### src/rtl/apb_requester_if.sv
// Bus bundle for apb_requester: command/response handshake on one side, APB
// requester/completer signals on the other.
interface apb_requester_if #(
  parameter int ADDR_W  = 32,
  parameter int DATA_W  = 32,
  parameter int NUM_SLV = 4
);
  logic                        cmd_valid;
  logic                        cmd_ready;
  logic                        cmd_write;
  logic [ADDR_W-1:0]           cmd_addr;
  logic [DATA_W-1:0]           cmd_wdata;
  logic [DATA_W/8-1:0]         cmd_strb;
  logic                        rsp_valid;
  logic [DATA_W-1:0]           rsp_rdata;
  logic                        rsp_err;
  logic                        rsp_timeout;
  logic [NUM_SLV-1:0]          PSEL;
  logic                        PENABLE;
  logic [ADDR_W-1:0]           PADDR;
  logic                        PWRITE;
  logic [DATA_W-1:0]           PWDATA;
  logic [DATA_W/8-1:0]         PSTRB;
  logic [NUM_SLV-1:0]          PREADY;
  logic [NUM_SLV-1:0]          PSLVERR;
  logic [NUM_SLV*DATA_W-1:0]   PRDATA;

  modport master (
    input  cmd_valid, cmd_write, cmd_addr, cmd_wdata, cmd_strb,
    output cmd_ready, rsp_valid, rsp_rdata, rsp_err, rsp_timeout,
    output PSEL, PENABLE, PADDR, PWRITE, PWDATA, PSTRB,
    input  PREADY, PSLVERR, PRDATA
  );

  modport slave (
    output cmd_valid, cmd_write, cmd_addr, cmd_wdata, cmd_strb,
    input  cmd_ready, rsp_valid, rsp_rdata, rsp_err, rsp_timeout,
    input  PSEL, PENABLE, PADDR, PWRITE, PWDATA, PSTRB,
    output PREADY, PSLVERR, PRDATA
  );
endinterface

### src/rtl/apb_requester.sv
// Single-outstanding APB requester: decodes a command to one of NUM_SLV
// completer regions, runs SETUP/ACCESS with wait-state timeout, returns a response pulse.
//
//   state  | meaning
//   IDLE   | cmd_ready high, waiting for a command
//   SETUP  | PSEL asserted, PENABLE low
//   ACCESS | PSEL and PENABLE high, waiting for PREADY or timeout
//   DECERR | address hit no completer; error response next cycle
module apb_requester #(
  parameter int ADDR_W  = 32,
  parameter int DATA_W  = 32,
  parameter int NUM_SLV = 4,
  parameter int SLV_AW  = 12,
  parameter int TIMEOUT = 16
) (
  input logic              PCLK,
  input logic              PRESET,
  apb_requester_if.master  bus
);
  localparam int IDX_W  = (NUM_SLV > 1) ? $clog2(NUM_SLV) : 1;
  localparam int WCNT_W = (TIMEOUT > 0) ? $clog2(TIMEOUT + 1) : 1;
  localparam int STRB_W = DATA_W / 8;

  typedef enum logic [1:0] {IDLE, SETUP, ACCESS, DECERR} state_t;

  state_t              state_q, state_d;
  logic [WCNT_W-1:0]   wait_q, wait_d;
  logic [IDX_W-1:0]    idx_q, idx_d;
  logic [NUM_SLV-1:0]  psel_q, psel_d;
  logic                penable_q, penable_d;
  logic [ADDR_W-1:0]   paddr_q, paddr_d;
  logic                pwrite_q, pwrite_d;
  logic [DATA_W-1:0]   pwdata_q, pwdata_d;
  logic [STRB_W-1:0]   pstrb_q, pstrb_d;
  logic                cmd_ready_q, cmd_ready_d;
  logic                rsp_valid_q, rsp_valid_d;
  logic [DATA_W-1:0]   rsp_rdata_q, rsp_rdata_d;
  logic                rsp_err_q, rsp_err_d;
  logic                rsp_timeout_q, rsp_timeout_d;

  logic [IDX_W-1:0]    cmd_idx;
  logic                cmd_decodes;
  logic                accept;
  logic                sel_ready;
  logic                sel_err;
  logic [DATA_W-1:0]   sel_rdata;
  logic [WCNT_W-1:0]   wait_inc;

  // NUM_SLV=1 uses a 1-bit index field; index 1 then falls out as a decode error.
  assign cmd_idx     = bus.cmd_addr[SLV_AW +: IDX_W];
  assign cmd_decodes = (32'(cmd_idx) < NUM_SLV) &&
                       ((bus.cmd_addr >> (SLV_AW + IDX_W)) == '0);
  assign accept      = (state_q == IDLE) && cmd_ready_q && bus.cmd_valid;
  assign sel_ready   = bus.PREADY[idx_q];
  assign sel_err     = bus.PSLVERR[idx_q];
  assign sel_rdata   = bus.PRDATA[int'(idx_q) * DATA_W +: DATA_W];
  assign wait_inc    = wait_q + WCNT_W'(1);

  always_comb begin
    state_d       = state_q;
    wait_d        = wait_q;
    idx_d         = idx_q;
    psel_d        = psel_q;
    penable_d     = penable_q;
    paddr_d       = paddr_q;
    pwrite_d      = pwrite_q;
    pwdata_d      = pwdata_q;
    pstrb_d       = pstrb_q;
    cmd_ready_d   = cmd_ready_q;
    rsp_valid_d   = 1'b0;
    rsp_rdata_d   = '0;
    rsp_err_d     = 1'b0;
    rsp_timeout_d = 1'b0;
    case (state_q)
      IDLE: begin
        cmd_ready_d = 1'b1;
        if (accept) begin
          cmd_ready_d = 1'b0;
          if (cmd_decodes) begin
            state_d  = SETUP;
            idx_d    = cmd_idx;
            wait_d   = '0;
            psel_d   = NUM_SLV'(1) << cmd_idx;
            paddr_d  = bus.cmd_addr;
            pwrite_d = bus.cmd_write;
            pwdata_d = bus.cmd_wdata;
            pstrb_d  = bus.cmd_write ? bus.cmd_strb : '0;
          end else begin
            state_d = DECERR;
          end
        end
      end
      SETUP: begin
        state_d   = ACCESS;
        penable_d = 1'b1;
      end
      ACCESS: begin
        if (sel_ready) begin
          state_d     = IDLE;
          psel_d      = '0;
          penable_d   = 1'b0;
          cmd_ready_d = 1'b1;
          rsp_valid_d = 1'b1;
          rsp_err_d   = sel_err;
          rsp_rdata_d = pwrite_q ? '0 : sel_rdata;
        end else if ((TIMEOUT != 0) && (wait_inc == WCNT_W'(TIMEOUT))) begin
          state_d       = IDLE;
          psel_d        = '0;
          penable_d     = 1'b0;
          cmd_ready_d   = 1'b1;
          rsp_valid_d   = 1'b1;
          rsp_err_d     = 1'b1;
          rsp_timeout_d = 1'b1;
        end else begin
          wait_d = wait_inc;
        end
      end
      DECERR: begin
        state_d     = IDLE;
        cmd_ready_d = 1'b1;
        rsp_valid_d = 1'b1;
        rsp_err_d   = 1'b1;
      end
      default: state_d = IDLE;
    endcase
  end

  always_ff @(posedge PCLK or posedge PRESET) begin
    if (PRESET) begin
      state_q       <= IDLE;
      wait_q        <= '0;
      idx_q         <= '0;
      psel_q        <= '0;
      penable_q     <= 1'b0;
      paddr_q       <= '0;
      pwrite_q      <= 1'b0;
      pwdata_q      <= '0;
      pstrb_q       <= '0;
      cmd_ready_q   <= 1'b0;
      rsp_valid_q   <= 1'b0;
      rsp_rdata_q   <= '0;
      rsp_err_q     <= 1'b0;
      rsp_timeout_q <= 1'b0;
    end else begin
      state_q       <= state_d;
      wait_q        <= wait_d;
      idx_q         <= idx_d;
      psel_q        <= psel_d;
      penable_q     <= penable_d;
      paddr_q       <= paddr_d;
      pwrite_q      <= pwrite_d;
      pwdata_q      <= pwdata_d;
      pstrb_q       <= pstrb_d;
      cmd_ready_q   <= cmd_ready_d;
      rsp_valid_q   <= rsp_valid_d;
      rsp_rdata_q   <= rsp_rdata_d;
      rsp_err_q     <= rsp_err_d;
      rsp_timeout_q <= rsp_timeout_d;
    end
  end

  assign bus.cmd_ready   = cmd_ready_q;
  assign bus.rsp_valid   = rsp_valid_q;
  assign bus.rsp_rdata   = rsp_rdata_q;
  assign bus.rsp_err     = rsp_err_q;
  assign bus.rsp_timeout = rsp_timeout_q;
  assign bus.PSEL        = psel_q;
  assign bus.PENABLE     = penable_q;
  assign bus.PADDR       = paddr_q;
  assign bus.PWRITE      = pwrite_q;
  assign bus.PWDATA      = pwdata_q;
  assign bus.PSTRB       = pstrb_q;
endmodule

### src/flat_wrapper.sv
// flat-port wrapper written by rule: the top's interface ports become plain ports
module apb_requester_flat 
#(
  parameter int ADDR_W  = 32,
  parameter int DATA_W  = 32,
  parameter int NUM_SLV = 4,
  parameter int SLV_AW  = 12,
  parameter int TIMEOUT = 16
)
  (PCLK, PRESET, bus_cmd_valid, bus_cmd_write, bus_cmd_addr, bus_cmd_wdata, bus_cmd_strb, bus_cmd_ready, bus_rsp_valid, bus_rsp_rdata, bus_rsp_err, bus_rsp_timeout, bus_PSEL, bus_PENABLE, bus_PADDR, bus_PWRITE, bus_PWDATA, bus_PSTRB, bus_PREADY, bus_PSLVERR, bus_PRDATA);
  apb_requester_if #(.ADDR_W(ADDR_W), .DATA_W(DATA_W), .NUM_SLV(NUM_SLV)) bus_i ();
  input logic PCLK;
  input logic PRESET;
  input wire logic [$bits(bus_i.cmd_valid)-1:0] bus_cmd_valid;
  input wire logic [$bits(bus_i.cmd_write)-1:0] bus_cmd_write;
  input wire logic [$bits(bus_i.cmd_addr)-1:0] bus_cmd_addr;
  input wire logic [$bits(bus_i.cmd_wdata)-1:0] bus_cmd_wdata;
  input wire logic [$bits(bus_i.cmd_strb)-1:0] bus_cmd_strb;
  output wire logic [$bits(bus_i.cmd_ready)-1:0] bus_cmd_ready;
  output wire logic [$bits(bus_i.rsp_valid)-1:0] bus_rsp_valid;
  output wire logic [$bits(bus_i.rsp_rdata)-1:0] bus_rsp_rdata;
  output wire logic [$bits(bus_i.rsp_err)-1:0] bus_rsp_err;
  output wire logic [$bits(bus_i.rsp_timeout)-1:0] bus_rsp_timeout;
  output wire logic [$bits(bus_i.PSEL)-1:0] bus_PSEL;
  output wire logic [$bits(bus_i.PENABLE)-1:0] bus_PENABLE;
  output wire logic [$bits(bus_i.PADDR)-1:0] bus_PADDR;
  output wire logic [$bits(bus_i.PWRITE)-1:0] bus_PWRITE;
  output wire logic [$bits(bus_i.PWDATA)-1:0] bus_PWDATA;
  output wire logic [$bits(bus_i.PSTRB)-1:0] bus_PSTRB;
  input wire logic [$bits(bus_i.PREADY)-1:0] bus_PREADY;
  input wire logic [$bits(bus_i.PSLVERR)-1:0] bus_PSLVERR;
  input wire logic [$bits(bus_i.PRDATA)-1:0] bus_PRDATA;
  assign bus_i.cmd_valid = bus_cmd_valid;
  assign bus_i.cmd_write = bus_cmd_write;
  assign bus_i.cmd_addr = bus_cmd_addr;
  assign bus_i.cmd_wdata = bus_cmd_wdata;
  assign bus_i.cmd_strb = bus_cmd_strb;
  assign bus_cmd_ready = bus_i.cmd_ready;
  assign bus_rsp_valid = bus_i.rsp_valid;
  assign bus_rsp_rdata = bus_i.rsp_rdata;
  assign bus_rsp_err = bus_i.rsp_err;
  assign bus_rsp_timeout = bus_i.rsp_timeout;
  assign bus_PSEL = bus_i.PSEL;
  assign bus_PENABLE = bus_i.PENABLE;
  assign bus_PADDR = bus_i.PADDR;
  assign bus_PWRITE = bus_i.PWRITE;
  assign bus_PWDATA = bus_i.PWDATA;
  assign bus_PSTRB = bus_i.PSTRB;
  assign bus_i.PREADY = bus_PREADY;
  assign bus_i.PSLVERR = bus_PSLVERR;
  assign bus_i.PRDATA = bus_PRDATA;
  apb_requester #(.ADDR_W(ADDR_W), .DATA_W(DATA_W), .NUM_SLV(NUM_SLV), .SLV_AW(SLV_AW), .TIMEOUT(TIMEOUT)) u_core (.PCLK(PCLK), .PRESET(PRESET), .bus(bus_i));
endmodule
### config.mk
export PLATFORM = sky130hd
export DESIGN_NAME = apb_requester_flat
export DESIGN_NICKNAME = d
export VERILOG_FILES = /design/src/rtl/apb_requester_if.sv /design/src/rtl/apb_requester.sv /design/src/flat_wrapper.sv
export SDC_FILE = /design/constraint.sdc
export NUM_CORES = 1
export LEC_CHECK = 0
export ABC_AREA = 1
export CAP_MARGIN = 40
export CORE_AREA = 2 2 123 125
export DETAILED_ROUTE_END_ITERATION = 8
export DIE_AREA = 0 0 125 127
export HOLD_SLACK_MARGIN = 0.05
export PLACE_DENSITY = 0.82
export SYNTH_ARGS = -nofsm -noshare
export SYNTH_HDL_FRONTEND = slang
export SYNTH_SLANG_ARGS = --single-unit
### constraint.sdc
create_clock -name PCLK -period 6.44 [get_ports PCLK]
set_input_delay 0.644 -clock PCLK [delete_from_list [all_inputs] [get_ports PCLK]]
set_output_delay 0.644 -clock PCLK [all_outputs]
set_load 0.05 [all_outputs]
==> impl_results.md <==
* Status: completed
* IO Port Bufs at 317
* Synthesized flop and latch total at 117
* Cts hold-fix bufs at 0
* Number of diodes at 0
* Row count at 44
* CORE AREA at 14420 sq um
* GP Congestion at 0.8636
* Clock skew at 6.073 ps
* Commonest non-fill, non-tap cells in the layout: clkdlybuf4s50_1 (317), nand2_1 (313), dfrtp_1 (116)
* CP Capture Point: u_core.bus.rsp_rdata[0]
* Worst EP required at 6740 ps
* Worst setup SP type: register
* CTS Buffer Depth at 2
* Type of the worst min-delay path: register to register
* Total congestion overflow at 0
* Pin count of the biggest net entering global routing at 77
* FILL cells at 1167
* Area growth syn-to-layout at 67.56%
* Tot Pwr at 2.218 mW
* Post-synthesis sequential area ratio at 0.5150
* Max_cap viols at 0
* Overall die width at 125 um
* Critical path class: register to register
* PD cells at 232.8 nW/um^2
* Gr usage total at 0.2273
* Number of global-route vias before repair at 5670
* Avg Vias per Cell at 4.782
* R2R setup slack at 3800 ps
* CTS-repair resized insts at 0
* Via count at 5648
* Worst-Skew Late Latency at 410 ps
* Starting Density at 0.3942
* Synthesized area per cell at 8.300 sq um
* RR Endpoint: u_core.bus.rsp_rdata[0]
* Sink Count at 117
* Initial antenna violation count at 0
* Crit end category: register
* Synthesized Nets at 900
* H-Tree Depth at 4
* Final setup vio count at 0
* Distinct cells, synth at 25
* Tcrit/Tclk final at 0.4099
* Crit path launch: u_core.bus.PADDR[12]
* RR Startpoint: u_core.bus.PADDR[12]
* Pleak at 4.746 nW
* Clock Root Buffer: clkbuf_16
* Inserted Clock Buffers at 17
* RSZ-0062 raised after global routing: false
* Routed len/inst at 15.14 um
* Worst R2R Path Depth at 8
* Setup bufs post-CTS at 0
* Chip Height at 127 um
* CP max FO at 69
* Drt drc at 0
* Fin Setup TNS at 0 ps
* Synth Instances at 685
* Antenna viol nets, final at 0
* Most common cell after layout, fill and taps aside: clkdlybuf4s50_1
* Detailed placement HPWL at 13120 um
* DR iter-0 viols at 276
* Cell Area, Synth at 5685 sq um
* First-pass GRT wire length at 28720 um
* Fmax at 378.8 MHz
* Slew HR at 0.4983
* Synth Warn # at 0
* Data arrival time of the worst path at 2940 ps
* Final Hold Fails at 0
* Minimum clock period at 2640 ps
* # IOs at 318
* Share of layout cells above drive strength 1 at 0.08325
* Final Max Tran Viols at 0
* Wirelength, routed at 17890 um
* Slew @ Worst Pin at 751.5 ps
* Post-layout nets at 1201
* VDD IR max at 0.0001673 V
* Die area at 15880 sq um
* CTS clk-pin slew, worst paths at 60 ps
* Drt first pass iters at 5
* CTS tree: built
-- final cells by class --
| cell class | count | area (sq um) | area share |
|---|---|---|---|
| Inverter | 42 | 165.2 | 0.01734 |
| Clock inverter | 9 | 153.9 | 0.01615 |
| Tap cell | 184 | 230.2 | 0.02417 |
| Clock buffer | 21 | 450.4 | 0.04728 |
| Multi-Input combinational cell | 486 | 2355 | 0.2472 |
| Timing Repair Buffer | 322 | 3243 | 0.3404 |
| Sequential cell | 117 | 2929 | 0.3075 |
-- how the worst min path moves through the flow --
stage	start	cells after the start	slack [ps]	to
floorplan	u_core.wait_q[4]	2	480	u_core.wait_q[4]
global placement	u_core.bus.PADDR[15]	2	450	u_core.bus.PADDR[15]
detailed placement	u_core.bus.PADDR[29]	2	450	u_core.bus.PADDR[29]
CTS	u_core.bus.PADDR[17]	2	470	u_core.bus.PADDR[17]
global route	u_core.bus.PADDR[24]	2	490	u_core.bus.PADDR[24]
finish	u_core.bus.PADDR[27]	2	460	u_core.bus.PADDR[27]
-- where the power goes --
| group | leakage, nW | switching [mW] | internal, mW | total [mW] |
|---|---|---|---|---|
| Combinational | 2.84 | 0.240 | 0.208 | 0.448 |
| Sequential | 1.61 | 0.0243 | 0.768 | 0.793 |
| Clock | 0.289 | 0.325 | 0.652 | 0.977 |
| Total | 4.75 | 0.590 | 1.63 | 2.22 |
-- synth_stat cells --
cell type	n	area [sq um]
nor2_1	14	52.55
buf_6	5	56.30
ha_1	7	87.58
buf_2	21	105.1
or2_1	1	6.260
nor2_2	2	12.51
inv_1	37	138.9
nand2_2	6	37.54
nand4_1	3	18.77
o21ai_1	5	25.02
a211oi_1	2	15.01
nand2_4	1	11.26
buf_4	7	52.55
a211oi_2	30	375.4
inv_2	4	15.01
nor3_1	6	30.03
nand2_1	313	1175
o21ai_0	7	35.03
nor2_4	2	22.52
nand3_1	19	95.09
nand3_2	3	30.03
clkbuf_1	7	26.28
dfrtp_1	117	2928
inv_6	1	8.760
a21oi_1	65	325.3
-- per-layer routing --
layer	share of wire	GRT usage	up-vias
li1	-	-	2777
met1	0.40	0.2721	2578
met2	0.49	0.3843	257
met3	0.080	0.06910	36
met4	0.026	0.09346	0
met5	0	0	-
-- sequential cells by signal, indices dropped and copies added (netlist names), 2 cells and up --
| register | flops |
|---|---|
| u_core.bus.PSTRB | 4 |
| u_core.bus.PSEL | 4 |
| u_core.bus.rsp_rdata | 32 |
| u_core.state_q | 2 |
| u_core.bus.PWDATA | 32 |
| u_core.wait_q | 5 |
| u_core.bus.PADDR | 32 |
-- metrics by stage --
step	utilization	setup slack (ps)	hold slack [ps]	std cells	area [sq um]
2_1_floorplan	-	2695	485.0	685	5685
3_3_place_gp	0.6153	3634	447.5	1149	8875
3_5_place_dp	0.6186	3579	451.9	1151	8922
4_1_cts	0.6605	3762	467.5	1181	9527
5_1_grt	0.6605	3594	490.4	1181	9527
6_report	0.6605	3800	462.5	1181	9527
-- critical path, cell delays in order, from the launching register on --
cell	delay (ps)
dfrtp_2	540
buf_4	370
inv_6	440
nand2_1	120
nand3_2	90
nand2_2	70
nor2_4	150
nand2_4	320
a211oi_1	330
-- logic make-up after synthesis --
| kind of cell | synth area share |
|---|---|
| compound gates | 0.1364 |
| fa+ha+maj | 0.01540 |
| flops | 0.5150 |
| buf+inv | 0.07086 |
| simple gates | 0.2623 |
No activity file was read; power rests on OpenSTA's default activity.
